===== config.mk =====
export PLATFORM = sky130hd
export DESIGN_NAME = alu_arbiter
export DESIGN_NICKNAME = d
export VERILOG_FILES = /design/src/rtl/alu_arbiter.sv
export SDC_FILE = /design/constraint.sdc
export NUM_CORES = 1
export LEC_CHECK = 0
export BUFFER_PORTS_ARGS = -buffer_cell sky130_fd_sc_hd__buf_2
export CORE_ASPECT_RATIO = 0.5
export CORE_UTILIZATION = 44
export DETAILED_ROUTE_END_ITERATION = 6
export GPL_TIMING_DRIVEN = 0
export HOLD_SLACK_MARGIN = 0.12
export PLACE_DENSITY_LB_ADDON = 0.12
export SLEW_MARGIN = 20
export SYNTH_ARGS = -nofsm -noshare
export SYNTH_HDL_FRONTEND = slang
export SYNTH_SLANG_ARGS = --single-unit

===== constraint.sdc =====
create_clock -name clk -period 2 [get_ports clk]
set_clock_uncertainty 0.15 [all_clocks]
set_input_delay 0.3 -clock clk [delete_from_list [all_inputs] [get_ports clk]]
set_output_delay 0.3 -clock clk [all_outputs]
set_load 0.005 [all_outputs]

===== src/rtl/alu_arbiter.sv =====
// alu_arbiter: shares one external combinational ALU between two requesters.
//
// Ports
//   clk, rst_n                   clock, asynchronous active-low reset
//   reqN_valid/reqN_ready        request handshake for requester N (0/1)
//   reqN_a, reqN_b, reqN_op      operands and op code (00 add, 01 sub, 10 and, 11 or)
//   rspN_valid/rspN_ready        response handshake for requester N
//   rsp_result, rsp_zero         captured ALU result and zero flag (shared by both ports)
//   alu_a, alu_b, alu_control    operands and op code driven to the shared ALU
//   alu_result, alu_zero         combinational ALU outputs
//
// Flow: IDLE (arbitrate and accept) -> EXEC (capture ALU result) -> RESP (hold
// the result until the granted requester takes it). Ties are broken round-robin.
module alu_arbiter #(
  parameter int unsigned width = 32
) (
  input  logic             clk,
  input  logic             rst_n,
  input  logic             req0_valid,
  output logic             req0_ready,
  input  logic [width-1:0] req0_a,
  input  logic [width-1:0] req0_b,
  input  logic [1:0]       req0_op,
  input  logic             req1_valid,
  output logic             req1_ready,
  input  logic [width-1:0] req1_a,
  input  logic [width-1:0] req1_b,
  input  logic [1:0]       req1_op,
  output logic             rsp0_valid,
  input  logic             rsp0_ready,
  output logic             rsp1_valid,
  input  logic             rsp1_ready,
  output logic [width-1:0] rsp_result,
  output logic             rsp_zero,
  output logic [width-1:0] alu_a,
  output logic [width-1:0] alu_b,
  output logic [1:0]       alu_control,
  input  logic [width-1:0] alu_result,
  input  logic             alu_zero
);

  typedef enum logic [1:0] {
    IDLE = 2'd0,
    EXEC = 2'd1,
    RESP = 2'd2
  } state_t;

  state_t             state_q, state_d;
  logic [width-1:0]   a_q, a_d;
  logic [width-1:0]   b_q, b_d;
  logic [1:0]         op_q, op_d;
  logic [width-1:0]   res_q, res_d;
  logic               zero_q, zero_d;
  logic               gnt_q, gnt_d;
  logic               last_q, last_d;
  logic               win;

  always_comb begin
    // Tie goes to the requester not granted last; otherwise the lone requester.
    win = (req0_valid && req1_valid) ? ~last_q : req1_valid;

    state_d    = state_q;
    a_d        = a_q;
    b_d        = b_q;
    op_d       = op_q;
    res_d      = res_q;
    zero_d     = zero_q;
    gnt_d      = gnt_q;
    last_d     = last_q;
    req0_ready = 1'b0;
    req1_ready = 1'b0;
    rsp0_valid = 1'b0;
    rsp1_valid = 1'b0;

    case (state_q)
      IDLE: begin
        // rst_n gating keeps ready low for the whole time reset is held.
        if (rst_n && (req0_valid || req1_valid)) begin
          req0_ready = ~win;
          req1_ready = win;
          a_d        = win ? req1_a  : req0_a;
          b_d        = win ? req1_b  : req0_b;
          op_d       = win ? req1_op : req0_op;
          gnt_d      = win;
          last_d     = win;
          state_d    = EXEC;
        end
      end
      EXEC: begin
        res_d   = alu_result;
        zero_d  = alu_zero;
        state_d = RESP;
      end
      RESP: begin
        rsp0_valid = ~gnt_q;
        rsp1_valid = gnt_q;
        if (gnt_q ? rsp1_ready : rsp0_ready) begin
          state_d = IDLE;
        end
      end
      default: state_d = IDLE;
    endcase
  end

  always_ff @(posedge clk or negedge rst_n) begin
    if (!rst_n) begin
      state_q <= IDLE;
      a_q     <= '0;
      b_q     <= '0;
      op_q    <= '0;
      res_q   <= '0;
      zero_q  <= 1'b0;
      gnt_q   <= 1'b0;
      last_q  <= 1'b1;
    end else begin
      state_q <= state_d;
      a_q     <= a_d;
      b_q     <= b_d;
      op_q    <= op_d;
      res_q   <= res_d;
      zero_q  <= zero_d;
      gnt_q   <= gnt_d;
      last_q  <= last_d;
    end
  end

  assign alu_a       = a_q;
  assign alu_b       = b_q;
  assign alu_control = op_q;
  assign rsp_result  = res_q;
  assign rsp_zero    = zero_q;

endmodule

# ---- Yosys cells after proc, flatten, opt, wreduce, memory -nomap -nowiden
# Cells that the tools add are included.
# Widths: inputs -> output; s select.
dict set report totals {
  ff_bits 103
}
dict set report op_classes {
  eq_ne 4
  reduce_logical 6
  bitwise_logic 3
  mux 14
}
# op count
set op_table {}
lappend op_table {{$mux 32} 2}
lappend op_table {{$mux 1} 8}
lappend op_table {{$mux 2} 3}
lappend op_table {{$pmux 2 s3} 1}
lappend op_table {{$ne 2x2->1 const B} 2}
lappend op_table {{$reduce_and 2->1} 2}
lappend op_table {{$not 1->1} 3}
lappend op_table {{$eq 2x1->1 const B} 1}
lappend op_table {{$eq 2x2->1 const B} 1}
lappend op_table {{$logic_and 1x1->1} 2}
lappend op_table {{$logic_not 2->1} 1}
lappend op_table {{$logic_or 1x1->1} 1}

# ---- Longest topological paths before layout
# Gate-level depths: netlist of the first run.
dict set report depth {
  word_depth 5
  mapped_depth 7
  mapped_depth_nobuf 3
}

# ---- Worst setup path after synthesis of the first run
# OpenSTA, ideal clock, no wires.
dict set report synth_timing {
  path_type {reg-to-output}
  from {register state_q[0]}
  to {output port req0_ready}
  setup_slack_ps 194
  required_time_ps 1550
  stages_incl_launch_ff 6
  t_arrival_ps 1356
  path_cell_list {dfrtp_1 > or3b_1 > clkbuf_1 > buf_6 > buf_6 > nor3b_1}
}
dict set report synth_between {
  elab_chain_len 2
}
# item line_no
set synth_lines {}
lappend synth_lines {{from (decl)} 48} ;# state_t state_q, state_d;
lappend synth_lines {{from (signal assigned)} 116} ;# state_q <= state_d;
lappend synth_lines {{$logic_not 2->1} 75} ;# case (state_q)
lappend synth_lines {{$mux 1} 75}
lappend synth_lines {{to (decl)} 20} ;# output logic req0_ready,
# No other way between the ends.

# ---- Worst setup path after layout of the first run
dict set report layout_timing {
  from {register state_q[1]}
  to {output port req0_ready}
}
# The elaborated chain is that of the path after synthesis.

==> reports/qor.yml, run 1 <==
sta:
  slew-limit-headroom_pct: 44.52
  tns_ps: -69.37
  max_clock_freq_mhz: 483.2
  timing.hold.ws_ps: -354.2
  rsz0062_at_grt: "true"
  tightest_slew_ps: 829.5
  post-route-min-period_ps: 2069
  setup_viol_count_final: 1
  fin_crit_sh_pct: 103.5
  maxSlewViolCount: 0
  finalWorstSetupSlack_ps: -69.37
  final_hold_viol_count: 48
route:
  via_per_instance_ratio: 5.182
  post-route-drc-count: 0
  finalWirelength_um: 16090
  dr.first_iter.drc_count: 232
  detail_route.first_pass.iterations: 5
  ant_nets: 0
  via_count: 4830
  routedWlPerCell_um: 17.27
clock_network:
  worst_setup_hold_path_clk_slew_ps: 70
  cts_stage_hold_buffer_count: 103
  cts_buffer_depth: 2
  clk-insertion-delay-late_ps: 340
  htreeDepth: 3
  clock_sink_count: 103
  clock_tree_from_tritoncts: "built"
  cts-buffers-inserted: 9
  cts.root.buffer_cell: "sky130_fd_sc_hd__clkbuf_16"
global_route:
  global_route.usage.total_pct: 28.51
  grt_first_pass_wirelength_um: 23850
  largest_net_degree_at_the_start_of_global_routing: 37
  grt_overflow_total: 0
  antenna_found_initial: 1
  first_global_vias: 4675
logic_synthesis:
  synth-async-reset-ratio_pct: 100.0
  yosys.cell_count.top_type: "sky130_fd_sc_hd__dfrtp_1"
  synth.cells.most_frequent: "102 x sky130_fd_sc_hd__dfrtp_1, 67 x sky130_fd_sc_hd__nand2_1, 66 x sky130_fd_sc_hd__a221o_1, 37 x sky130_fd_sc_hd__nor3_1, 34 x sky130_fd_sc_hd__mux2_2"
  yosysTopAreaCell: "sky130_fd_sc_hd__dfrtp_1"
  postSynthAreaPerCell_um2: 11.87
  yosysUniqueCellTypes: 22
  netlist_area_mm2: 0.004663
  yosys_most_used_dff: "sky130_fd_sc_hd__dfrtp_1"
  netlist_top_cells_area: "sky130_fd_sc_hd__dfrtp_1 55%, sky130_fd_sc_hd__a221o_1 14%, sky130_fd_sc_hd__mux2_2 8.2%"
  ys_seq_elements: 103
  postSynthCellCount: 393
  synth_largest_type_area_fraction_pct: 54.74
  synthesis.yosys.warnings: 0
  postSynthNetCount: 564
  seq_area_frac_synth_pct: 55.30
  synth_edf_count: 0
floorplanning:
  die_area_mm2: 0.01104
  core_area_mm2: 0.01025
  pin_count: 274
  die_y_um: 74.80
  std_cell_rows: 26
  initial_utilization_pct: 45.51
  die_width_um: 147.6
power:
  cellPowerDensity_mw_per_mm2: 1201
  vdd.ir_drop.worst_v: 0.0005333
  power.leakage_nw: 3.828
  design_power_total_mw: 9.367
placed_design:
  place.port_buffers: 272
  place.detailed.instances: 806
  gp_routability_congestion: 0.7787
  dp_hpwl_um: 10260
final_layout:
  final_core_util_pct: 76.13
  syn_to_final_growth_pct: 67.29
  nFillCells: 733
  fin_cells: 932
  final_nets: 957
  drive_above_1_share_pct: 51.20
setup_path:
  critical_path.max_fanout: 4
  ff2ff_setup_slack_ps: 10
  crit_path_kind: "reg -> out"
  regToRegEndpoint: "alu_a[22]$_DFFE_PN0P_"
  worst_setup_path_start_kind: "flip-flop"
  worst_r2r_path_depth: 6
  endpoint_kind: "output port"
  rr_startpoint: "state_q[1]$_DFFE_PN0P_"
  crit_arrival_ps: 1620
  worst-endpoint-required_ps: 1550
outcome:
  violations: "hold timing, setup timing"
  run_status: "finished, violations left"
job:
  number_of_maximum_capacitance_constraint_violations: 0
min_path:
  holdCritPathClass: "in -> async"
## report_power, final
part / total [mW] / switching, mW / internal [mW]
sequential: 3.68 / 0.578 / 3.10
clock: 1.81 / 0.791 / 1.02
combinational: 3.88 / 1.75 / 2.13
## placed cells by master (no fill, tap or decap), types with 2 or more instances in the layout
cell type / instances
sky130_fd_sc_hd__a21o_1: 2
sky130_fd_sc_hd__a221o_1: 66
sky130_fd_sc_hd__buf_12: 3
sky130_fd_sc_hd__buf_2: 287
sky130_fd_sc_hd__buf_4: 10
sky130_fd_sc_hd__buf_6: 3
sky130_fd_sc_hd__bufbuf_16: 2
sky130_fd_sc_hd__clkbuf_1: 14
sky130_fd_sc_hd__clkbuf_16: 9
sky130_fd_sc_hd__dfrtp_1: 101
sky130_fd_sc_hd__dlygate4sd3_1: 102
sky130_fd_sc_hd__inv_1: 2
sky130_fd_sc_hd__inv_6: 2
sky130_fd_sc_hd__mux2_2: 34
sky130_fd_sc_hd__nand2_1: 67
sky130_fd_sc_hd__nand2b_1: 2
sky130_fd_sc_hd__nor2_1: 2
sky130_fd_sc_hd__nor3_1: 26
sky130_fd_sc_hd__nor3_2: 39
sky130_fd_sc_hd__nor3b_2: 2
## metrics by stage
stage | instance area [µm²] | setup WS [ps] | hold WS [ps]
after floorplan | 4663 | 194.3 | -145.6
after global placement | 6200 | -1817 | 331.3
after detailed placement | 6233 | -695.2 | 57.71
after CTS | 7722 | -84.62 | -355.0
after global routing | 7801 | -103.3 | -359.3
final | 7801 | -69.37 | -354.2
## cell families (layout without fill, tap and decap cells)
| group | after synthesis | in the layout | share of synthesized area, % |
|---|---|---|---|
| other | 0 | 1 | 0 |
| AND/OR/NAND/NOR | 142 | 142 | 16.80 |
| AO/OA/AOI/OAI | 70 | 70 | 14.70 |
| buffers and inverters | 44 | 442 | 4.991 |
| flip-flops | 103 | 103 | 55.30 |
| multiplexers | 34 | 34 | 8.210 |
## flip-flops by register name, summed over array words and instances (netlist names)
name,count
state_q,2
alu_control,2
alu_a,32
alu_b,32
last_q,1
gnt_q,1
rsp_zero,1
rsp_result,32
## worst max-delay path, cell delays in order, from the launching register on
cell and delay, ps:
sky130_fd_sc_hd__dfrtp_2 450, sky130_fd_sc_hd__or3b_4 440, sky130_fd_sc_hd__buf_12 140, sky130_fd_sc_hd__nor3b_2 130
sky130_fd_sc_hd__buf_2 120
## routing by layer
layer,wire length (µm),GRT usage (%)
met4,273,9.164
met3,1072,7.152
met1,6597,34.44
met5,0,0
met2,8149,51.47
## area by class of cell
class	count	area, µm²	share of cell area, %
Inverter	2	7.507	0.09623
Tap cell	140	175.2	2.245
Timing Repair Buffer	387	2577	33.04
Buffer	37	217.7	2.791
Clock inverter	5	63.81	0.8180
Multi-Input combinational cell	246	1934	24.80
Clock buffer	11	242.7	3.111
Sequential cell	103	2580	33.07
Antenna cell	1	2.502	0.03208
## worst max-delay path by stage
stage | from | slack [ps] | end
after floorplan | state_q[0]$_DFFE_PN0P_ | 190 | req0_ready
after global routing | state_q[1]$_DFFE_PN0P_ | -100 | req0_ready
final | state_q[1]$_DFFE_PN0P_ | -70 | req0_ready
after global placement | rst_n | -1820 | req0_ready
after CTS | state_q[1]$_DFFE_PN0P_ | -80 | req0_ready
after detailed placement | rst_n | -700 | req1_ready
## repair_timing
item	4_1_cts	5_1_grt
endpoints found under the setup margin	70	52
endpoints found under the hold margin	203	49
gates resized for setup	17	15
gates cloned	2	0
buffers inserted	6	4
pin swaps	1	1
(Power assumes the default switching activity.)
==> inputs of run 2 (changes only) <==
==> constraint.sdc (replaced) <==
create_clock -name clk -period 2 [get_ports clk]
set_clock_uncertainty 0.15 [all_clocks]
set_input_delay 0.2 -clock clk [delete_from_list [all_inputs] [get_ports clk]]
set_output_delay 0.2 -clock clk [all_outputs]
set_load 0.005 [all_outputs]
==> reports/qor.yml, run 2 (same netlist as run 1, synthesis figures left out) <==
final_layout:
  final_core_util_pct: 81.75
  nFillCells: 630
  syn_to_final_growth_pct: 79.64
  layout_commonest_cell: "sky130_fd_sc_hd__buf_2"
  layout.cells.most_common_list: "287 x sky130_fd_sc_hd__buf_2, 159 x sky130_fd_sc_hd__dlygate4sd3_1, 100 x sky130_fd_sc_hd__dfrtp_1, 67 x sky130_fd_sc_hd__nand2_1, 66 x sky130_fd_sc_hd__a221o_1"
  final_nets: 1014
  drive_above_1_share_pct: 48.00
  layout.cell_area.non_filler_mm2: 0.008377
  fin_cells: 989
route:
  wirelength_met1_um: 7230
  post-route-drc-count: 0
  via_count: 5283
  routedWlPerCell_um: 18.40
  dr.first_iter.drc_count: 262
  ant_nets: 0
  detailroute.wirelength.met3_um: 1186
  met2_length_um: 9338
  detail_route.first_pass.iterations: 4
  routed.top_layer: "met4"
  finalWirelength_um: 18200
  via_per_instance_ratio: 5.342
floorplanning:
  std_cell_rows: 26
  pin_count: 274
  die_width_um: 147.6
  core_area_mm2: 0.01025
  die_y_um: 74.80
  initial_utilization_pct: 45.51
  die_area_mm2: 0.01104
global_route:
  antenna_found_initial: 0
  grt_first_pass_wirelength_um: 26440
  grt_overflow_total: 0
  largest_net_degree_at_the_start_of_global_routing: 37
  global_route.usage.total_pct: 31.51
  first_global_vias: 5170
clock_network:
  clk-insertion-delay-late_ps: 340
  worst_setup_hold_path_clk_slew_ps: 70
  clock_sink_count: 103
  cts_buffer_depth: 2
  cts.root.buffer_cell: "sky130_fd_sc_hd__clkbuf_16"
  clock_tree_from_tritoncts: "built"
  htreeDepth: 3
  cts-buffers-inserted: 9
setup_path:
  endpoint_kind: "output port"
  cp_slowest_cell: "sky130_fd_sc_hd__dfrtp_2"
  critical_path.max_fanout: 10
  ff2ff_setup_slack_ps: 30
  worst-endpoint-required_ps: 1650
  worst-path-buf-inv: 2
  cpLargestDelayFamily: "simple AND/OR/NAND/NOR gates"
  crit_path_kind: "reg -> out"
  cpPeakStageDelay_ps: 460
  worstPathCellList: "nor3b_4 > and3_4 > buf_4 > buf_2"
  worst_setup_path_start_kind: "flip-flop"
  crit_arrival_ps: 1630
sta:
  max_clock_freq_mhz: 504.9
  final_hold_viol_count: 0
  fin_crit_sh_pct: 99.04
  slew-limit-headroom_pct: 41.13
  post-route-min-period_ps: 1981
  setup_viol_count_final: 0
  tightest_slew_ps: 880.1
  maxSlewViolCount: 0
  tns_ps: 0
placed_design:
  post_dp_cell_area_mm2: 0.006233
  place.port_buffers: 272
  place.detailed.instances: 806
  dp_hpwl_um: 10260
  gp_routability_congestion: 0.7787
power:
  power.leakage_nw: 4.057
  cellPowerDensity_mw_per_mm2: 1138
  vdd.ir_drop.worst_v: 0.0005319
  design_power_total_mw: 9.529
outcome:
  run_status: "complete, no violations"
job:
  number_of_maximum_capacitance_constraint_violations: 0
min_path:
  holdCritPathClass: "in -> reg"
[run 2: cell count changes in the layout (fill, tap and decap cells not counted), sizes merged]
cell         before  now
bufbuf            2    1
clkbuf           26   27
dlygate4sd3     102  159
[run 2: path summary, 6_finish.rpt]
| check | startpoint | end | cells after the start |
|---|---|---|---|
| min in group asynchronous | rst_n | rsp_result[20]$_DFFE_PN0N_ | 4 |
| max | state_q[1]$_DFFE_PN0P_ | req1_ready | 4 |
| max reg2reg | state_q[0]$_DFFE_PN0P_ | alu_a[28]$_DFFE_PN0P_ | 6 |
| max in group asynchronous | rst_n | alu_b[14]$_DFFE_PN0P_ | 4 |
| min reg2reg | rsp_result[29]$_DFFE_PN0N_ | rsp_result[29]$_DFFE_PN0N_ | 1 |
| min | req0_b[8] | alu_b[8]$_DFFE_PN0P_ | 4 |
[run 2: final cells by class]
type	count	area [µm²]	share of cell area, %
Buffer	37	203.9	2.435
Sequential cell	103	2581	30.81
Timing Repair Buffer	444	3161	37.73
Tap cell	140	175.2	2.091
Clock inverter	5	63.81	0.7618
Clock buffer	11	242.7	2.898
Multi-Input combinational cell	246	1939	23.15
Antenna cell	1	2.502	0.02987
Inverter	2	7.507	0.08962
[run 2: worst min-delay path, delay by kind of cell]
kind | cells | cell delay (ps)
and+or+nand+nor | 2 | 160
AOI/OAI and AO/OA | 1 | 120
buffers and inverters | 1 | 80
[run 2: routing by layer]
layer / track usage [%] / up-vias
li1: - / 2365
met1: 36.79 / 2624
met2: 57.81 / 251
met3: 7.697 / 43
met4: 12.26 / 0
met5: 0 / -
[run 2: report_power, final]
part,internal (mW),switching [mW],total (mW)
Combinational,2.18,1.82,4.00
Clock,1.02,0.806,1.82
Sequential,3.10,0.606,3.71
[run 2: what timing repair did]
item / 4_1_cts / 5_1_grt
setup buffers: 5 / 2
hold buffers: 158 / 4
gates resized for setup: 12 / 25
endpoints found under the setup margin: 61 / 76
cloned: 1 / 1
endpoints found under the hold margin: 203 / 68
pin swaps: 1 / 5
[run 2: per-stage QoR]
stage	hold WS, ps	setup WS (ps)
after detailed placement	-42.29	-553.1
after global placement	278.9	-1690
after floorplan	-245.6	293.4
after global routing	128.8	-47.05
final	97.04	19.28
after CTS	-379.2	-9.549
